$ cat config.mk
export PLATFORM = sky130hd
export DESIGN_NAME = dmem_access_unit_flat
export DESIGN_NICKNAME = d
export VERILOG_FILES = /design/src/rtl/dmem_access_unit_if.sv /design/src/rtl/dmem_access_unit.sv /design/src/flat_wrapper.sv
export SDC_FILE = /design/constraint.sdc
export NUM_CORES = 1
export LEC_CHECK = 0
export ABC_CLOCK_PERIOD_IN_PS = 2980
export BUFFER_PORTS_ARGS = -buffer_cell sky130_fd_sc_hd__buf_2
export CAP_MARGIN = 0
export CELL_PAD_IN_SITES_DETAIL_PLACEMENT = 0
export CELL_PAD_IN_SITES_GLOBAL_PLACEMENT = 2
export CORE_MARGIN = 4
export CORE_UTILIZATION = 28
export DETAILED_ROUTE_END_ITERATION = 10
export PLACE_DENSITY = 0.88
export SLEW_MARGIN = 20
export SYNTH_ARGS = -nofsm -noshare
export SYNTH_HDL_FRONTEND = slang
export SYNTH_SLANG_ARGS = --single-unit
$ cat constraint.sdc
create_clock -name i_clk -period 2.98 [get_ports i_clk]
set_input_delay 0.149 -clock i_clk [delete_from_list [all_inputs] [get_ports i_clk]]
set_output_delay 0.149 -clock i_clk [all_outputs]
set_load 0.02 [all_outputs]
$ cat src/rtl/dmem_access_unit_if.sv
// dmem_access_unit_if
//  Single-outstanding req/ack data-memory bus.
//  req   : request, held high until ack (or abort)
//  we    : 1 = write
//  addr  : word-aligned byte address
//  wdata : store data already placed in its byte lanes
//  be    : byte enables
//  ack   : one-cycle completion from the memory side
//  rdata : read data, valid with ack
//  master = access unit, slave = memory.
interface dmem_access_unit_if;
    logic        req;
    logic        we;
    logic [31:0] addr;
    logic [31:0] wdata;
    logic [3:0]  be;
    logic        ack;
    logic [31:0] rdata;

    modport master (output req, we, addr, wdata, be, input ack, rdata);
    modport slave  (input req, we, addr, wdata, be, output ack, rdata);
endinterface

$ cat src/rtl/dmem_access_unit.sv
// dmem_access_unit
//  MEM-stage load/store engine. Decodes a registered load/store request,
//  issues one bus transaction at a time, stalls the pipeline until it
//  completes and returns sign/zero-extended load data.
//  Ports:
//   i_clk, i_rst            clock, async active-high reset
//   i_MemRead, i_MemWrite   load / store request
//   i_f3                    funct3 access size/sign
//   i_Addr, i_Wdata         byte address, store data
//   o_Stall                 hold pipeline while access in flight
//   o_Rdata                 extended load data (holds until next load)
//   o_Ex                    one-cycle exception (misaligned/illegal/timeout)
//   bus                     memory bus, master side
module dmem_access_unit #(
    parameter int TIMEOUT = 16,
    parameter int CNT_W   = 5
) (
    input  logic                 i_clk,
    input  logic                 i_rst,
    input  logic                 i_MemRead,
    input  logic                 i_MemWrite,
    input  logic [2:0]           i_f3,
    input  logic [31:0]          i_Addr,
    input  logic [31:0]          i_Wdata,
    output logic                 o_Stall,
    output logic [31:0]          o_Rdata,
    output logic                 o_Ex,
    dmem_access_unit_if.master   bus
);

    typedef enum logic [1:0] {IDLE, REQ, DONE} state_t;

    state_t      state_q, state_d;
    logic [CNT_W-1:0] cnt_q, cnt_d;
    logic        err_q, err_d;
    logic [31:0] rdata_q, rdata_d;

    // Latched request
    logic        we_q;
    logic [29:0] waddr_q;
    logic [1:0]  off_q;
    logic [3:0]  be_q;
    logic [31:0] wdata_q;
    logic [2:0]  f3_q;

    // Request decode
    logic        access, size_ok, misal, bad, go;
    logic [3:0]  be_d;
    logic [31:0] wdata_d;

    always_comb begin
        access  = i_MemRead | i_MemWrite;
        size_ok = 1'b0;
        case (i_f3)
            3'b000, 3'b001, 3'b010: size_ok = 1'b1;
            3'b100, 3'b101:         size_ok = ~i_MemWrite;  // unsigned sizes are load-only
            default:                size_ok = 1'b0;
        endcase
        misal = ((i_f3[1:0] == 2'b01) & i_Addr[0]) |
                ((i_f3[1:0] == 2'b10) & (|i_Addr[1:0]));
        bad   = access & ((i_MemRead & i_MemWrite) | ~size_ok | misal);
        go    = access & ~bad;

        case (i_f3[1:0])
            2'b00: begin
                be_d    = 4'b0001 << i_Addr[1:0];
                wdata_d = {4{i_Wdata[7:0]}};
            end
            2'b01: begin
                be_d    = 4'b0011 << i_Addr[1:0];
                wdata_d = {2{i_Wdata[15:0]}};
            end
            default: begin
                be_d    = 4'hF;
                wdata_d = i_Wdata;
            end
        endcase
    end

    // Load lane select and extension, from the latched offset/size
    logic [31:0] lane, load_ext;

    always_comb begin
        lane = bus.rdata >> {off_q, 3'b000};
        case (f3_q)
            3'b000:  load_ext = {{24{lane[7]}},  lane[7:0]};
            3'b001:  load_ext = {{16{lane[15]}}, lane[15:0]};
            3'b100:  load_ext = {24'b0, lane[7:0]};
            3'b101:  load_ext = {16'b0, lane[15:0]};
            default: load_ext = lane;
        endcase
    end

    // State register and datapath
    always_ff @(posedge i_clk or posedge i_rst) begin
        if (i_rst) begin
            state_q <= IDLE;
            cnt_q   <= '0;
            err_q   <= 1'b0;
            rdata_q <= '0;
            we_q    <= 1'b0;
            waddr_q <= '0;
            off_q   <= '0;
            be_q    <= '0;
            wdata_q <= '0;
            f3_q    <= '0;
        end else begin
            state_q <= state_d;
            cnt_q   <= cnt_d;
            err_q   <= err_d;
            rdata_q <= rdata_d;
            if (state_q == IDLE && go) begin
                we_q    <= i_MemWrite;
                waddr_q <= i_Addr[31:2];
                off_q   <= i_Addr[1:0];
                be_q    <= be_d;
                wdata_q <= wdata_d;
                f3_q    <= i_f3;
            end
        end
    end

    // Next state
    always_comb begin
        state_d = state_q;
        cnt_d   = '0;
        err_d   = 1'b0;
        rdata_d = rdata_q;
        case (state_q)
            IDLE: if (go) state_d = REQ;
            REQ: begin
                cnt_d = cnt_q + 1'b1;
                if (bus.ack) begin
                    // ack beats a same-cycle timeout
                    state_d = DONE;
                    if (!we_q) rdata_d = load_ext;
                end else if (cnt_q == CNT_W'(TIMEOUT - 1)) begin
                    state_d = DONE;
                    err_d   = 1'b1;
                end
            end
            default: state_d = IDLE;  // DONE: inputs ignored, no re-issue
        endcase
    end

    // Outputs; i_rst gates the combinational IDLE terms so nothing leaks
    // from still-asserted request inputs while reset is held.
    always_comb begin
        o_Stall   = 1'b0;
        o_Ex      = 1'b0;
        bus.req   = 1'b0;
        case (state_q)
            IDLE: begin
                o_Stall = go  & ~i_rst;
                o_Ex    = bad & ~i_rst;
            end
            REQ: begin
                o_Stall = 1'b1;
                bus.req = 1'b1;
            end
            default: o_Ex = err_q;  // timeout abort reported in DONE
        endcase
        o_Rdata   = rdata_q;
        bus.we    = we_q;
        bus.addr  = {waddr_q, 2'b00};
        bus.be    = be_q;
        bus.wdata = wdata_q;
    end

endmodule
$ cat src/flat_wrapper.sv
// flat-port wrapper written by rule: the top's interface ports become plain ports
module dmem_access_unit_flat 
#(
    parameter int TIMEOUT = 16,
    parameter int CNT_W   = 5
)
  (i_clk, i_rst, i_MemRead, i_MemWrite, i_f3, i_Addr, i_Wdata, o_Stall, o_Rdata, o_Ex, bus_req, bus_we, bus_addr, bus_wdata, bus_be, bus_ack, bus_rdata);
  dmem_access_unit_if bus_i ();
  input  logic i_clk;
  input  logic i_rst;
  input  logic i_MemRead;
  input  logic i_MemWrite;
  input  logic [2:0] i_f3;
  input  logic [31:0] i_Addr;
  input  logic [31:0] i_Wdata;
  output logic o_Stall;
  output logic [31:0] o_Rdata;
  output logic o_Ex;
  output wire logic [$bits(bus_i.req)-1:0] bus_req;
  output wire logic [$bits(bus_i.we)-1:0] bus_we;
  output wire logic [$bits(bus_i.addr)-1:0] bus_addr;
  output wire logic [$bits(bus_i.wdata)-1:0] bus_wdata;
  output wire logic [$bits(bus_i.be)-1:0] bus_be;
  input wire logic [$bits(bus_i.ack)-1:0] bus_ack;
  input wire logic [$bits(bus_i.rdata)-1:0] bus_rdata;
  assign bus_req = bus_i.req;
  assign bus_we = bus_i.we;
  assign bus_addr = bus_i.addr;
  assign bus_wdata = bus_i.wdata;
  assign bus_be = bus_i.be;
  assign bus_i.ack = bus_ack;
  assign bus_i.rdata = bus_rdata;
  dmem_access_unit #(.TIMEOUT(TIMEOUT), .CNT_W(CNT_W)) u_core (.i_clk(i_clk), .i_rst(i_rst), .i_MemRead(i_MemRead), .i_MemWrite(i_MemWrite), .i_f3(i_f3), .i_Addr(i_Addr), .i_Wdata(i_Wdata), .o_Stall(o_Stall), .o_Rdata(o_Rdata), .o_Ex(o_Ex), .bus(bus_i));
endmodule
==> results.ini <==
[run_status]
status = finished clean

[sta]
max_freq_mhz = 477
fin_crit_ns = 2.10
relSlewSlack_pct = 48.3
grt_setup_unrepaired = false
min_period_over_period_pct = 70.3
tightest_slew_ns = 0.772
hold_viol = 0
drv_slew = 0
skew_ns = 0.0118
setup_viol = 0
finalSetupTns_ns = 0

[clocking]
clkSlewWorstSetupHoldPaths_ns = 0.08
clk_latency_ns = 0.36
clock-sinks = 112
postCtsResizedCells = 0
cts_setup_buffers = 0
numCtsBuffers = 9
cts_tree = done
htree_num_levels = 3
cts_hold_buf = 25
max-clock-path-buffers = 2
cts_root_buffer = clkbuf_16

[yosys]
synth-xor-area-share_pct = 0.332
yosys.area_share.simple_pct = 6.30
synth-compound-area-share_pct = 10.2
synth_fa_ha_area_share_pct = 0.474
avgSynthCellArea_um2 = 12.7
syn_area_um2 = 5280
synth.area.top_cells = dfrtp_1 53%, mux2_1 15%, mux2_2 6.0%
synth_top_family_by_area = multiplexers
synth-seq-cells = 112
synthMuxAreaShare_pct = 25.5
synthDistinctLibCells = 41
yosys.area.top_type = dfrtp_1
yosysTopAreaCellShare_pct = 53.1
ys.flop_type = dfrtp_1
synthCells = 416
synth-async-reset-ratio_pct = 100
synth_edf_count = 0
ys_seq_area_share_pct = 53.1
ys_warn_count = 0

[place]
portBuffers = 205
dpl.hpwl_um = 11200
dp_cells = 829
routabilityCongestion = 0.809

[floorplan]
core.rowCount = 49
die_area_um2 = 21100
io-pin-count = 208
die_y_um = 145
core_um2 = 18300
start_util_pct = 28.9
die_w_um = 145

[route]
dr.pass1.iters = 6
drc = 0
wl_per_cell_um = 17.4
vias = 4149
route.antenna.remaining_nets = 0
vias_per_cell = 4.76
wl_um = 15200
drtIter0Drc = 142

[grt]
overflow = 0
grt_first_pass_wirelength_um = 25000
grt_max_degree = 98
grt.total_usage_pct = 14.5
grt_pass1_vias = 4657
grt_antenna_before_repair = 0

[power_and_ir_drop]
ir_drop_mv = 0.414
powerDensity_nw_per_um2 = 887
p_leak_nw = 3.35

[worst_setup_path]
crit_path_start = u_core.state_q[1]$_DFFE_PP0P_
r2r-start = u_core.state_q[1]$_DFFE_PP0P_
r2r_cells = 4
path_max_fanout = 16
cp.required_ns = 3.22
critPathArrivalTime_ns = 2.33
r2r_slack_ns = 0.88
path_class = register to register
startpoint_type = register
end_kind = register
endpoint = u_core.o_Rdata[26]$_DFFE_PP0P_
timing.rr.end = u_core.o_Rdata[26]$_DFFE_PP0P_

[layout]
nets = 744
antenna_cells = 0
final_util_pct = 38.8
drive_above_1_share_pct = 41.1
area_growth_pct = 34.2
finalNonFillerCells = 872
nFillCells = 1797

[run]
max_cap_viol_count = 0

[min_path]
hp-class = primary input to register

-- through the flow --
stage               power [W]  hold WS, ns  worst slack [ns]  cell area (um^2)
global placement      0.00494        0.154             0.856              6490
CTS                   0.00640    0.0000278             0.857              7070
detailed placement    0.00502        0.166             0.805              6490
finish                0.00629       0.0215             0.885              7090
global route          0.00672     0.000396             0.743              7090
floorplan             0.00406        0.219              1.31              5290
-- cells by family (layout without fill, tap and decap cells) --
family / Yosys count / count (layout)
mux: 121 / 121
flops: 112 / 112
compound gates: 76 / 76
simple gates: 68 / 68
buf+inv: 34 / 260
fa+ha+maj: 2 / 2
xor+xnor: 2 / 2
other cells: 1 / 2
-- area by class of cell --
class | instances | area [um^2] | share of cell area [%]
tap | 229 | 287 | 4.04
clock buffer | 9 | 225 | 3.18
clock inverter | 7 | 103 | 1.45
multi-input combinational | 271 | 2270 | 32.1
timing repair buffer | 239 | 1370 | 19.4
sequential | 112 | 2800 | 39.5
inverter | 5 | 22.5 | 0.318
-- layout by cell type (no fill, tap or decap), types with 4 or more instances in the layout --
cell type / n
a211oi_1: 7
o21ai_0: 18
and2_1: 9
a21oi_1: 14
nor2b_1: 8
dfrtp_1: 112
nand2_1: 14
nand2b_1: 6
buf_2: 205
mux2_2: 28
mux2i_1: 24
o22a_1: 16
mux2_1: 68
buf_4: 5
nor2_1: 24
dlygate4sd3_1: 27
a22o_1: 7
clkbuf_16: 9
inv_1: 4
-- worst min-delay path by stage --
stage / from / end / slack (ns) / cells after the start
finish: i_Addr[27] / u_core.waddr_q[25]$_DFFE_PP0P_ / 0.02 / 2
CTS: i_Addr[15] / u_core.waddr_q[13]$_DFFE_PP0P_ / 0.00003 / 2
global route: i_Addr[27] / u_core.waddr_q[25]$_DFFE_PP0P_ / 0.0004 / 2
global placement: i_rst / u_core.waddr_q[13]$_DFFE_PP0P_ / 0.15 / 2
detailed placement: i_rst / u_core.waddr_q[8]$_DFFE_PP0P_ / 0.17 / 2
floorplan: bus_ack / u_core.err_q$_DFF_PP0_ / 0.22 / 1
-- critical path, stage by stage, from the launching register on --
cell and delay, ns:
dfrtp_1 0.41, nand2b_1 0.28, nor3b_2 0.62, o21ai_2 0.39
o22a_1 0.28
-- power by group --
part | switching [W] | leakage (nW) | internal [W]
logic | 0.00152 | 1.85 | 0.00103
registers | 0.000332 | 1.34 | 0.00209
clock network | 0.000633 | 0.159 | 0.000683
total | 0.00248 | 3.35 | 0.00380
-- Yosys cell counts (8+ instances only) --
cell type and n:
a21oi_1 14, and2_1 9, buf_6 9, clkbuf_1 10
dfrtp_1 112, mux2_1 68, mux2_2 28, mux2i_1 24
nand2_1 14, nor2_1 24, nor2b_1 8, o21ai_0 18
o22a_1 16
-- state kept, by name, summed over array words and instances (netlist names) --
register and count:
u_core.bus.wdata 32, u_core.o_Rdata 32, u_core.waddr_q 30, u_core.cnt_q 5, u_core.bus.be 4, u_core.f3_q 3, u_core.off_q 2, u_core.state_q 2
u_core.bus.we 1, u_core.err_q 1
-- metal layers --
| layer | vias to the layer above | global-route usage, % | wire length (um) |
|---|---|---|---|
| li1 | 1931 | - | - |
| met1 | 2047 | 17.9 | 6470 |
| met2 | 158 | 23.5 | 7220 |
| met3 | 13 | 6.02 | 1260 |
| met4 | 0 | 4.23 | 204 |
| met5 | - | 0 | 0 |
No activity file was read; power rests on OpenSTA's default activity.
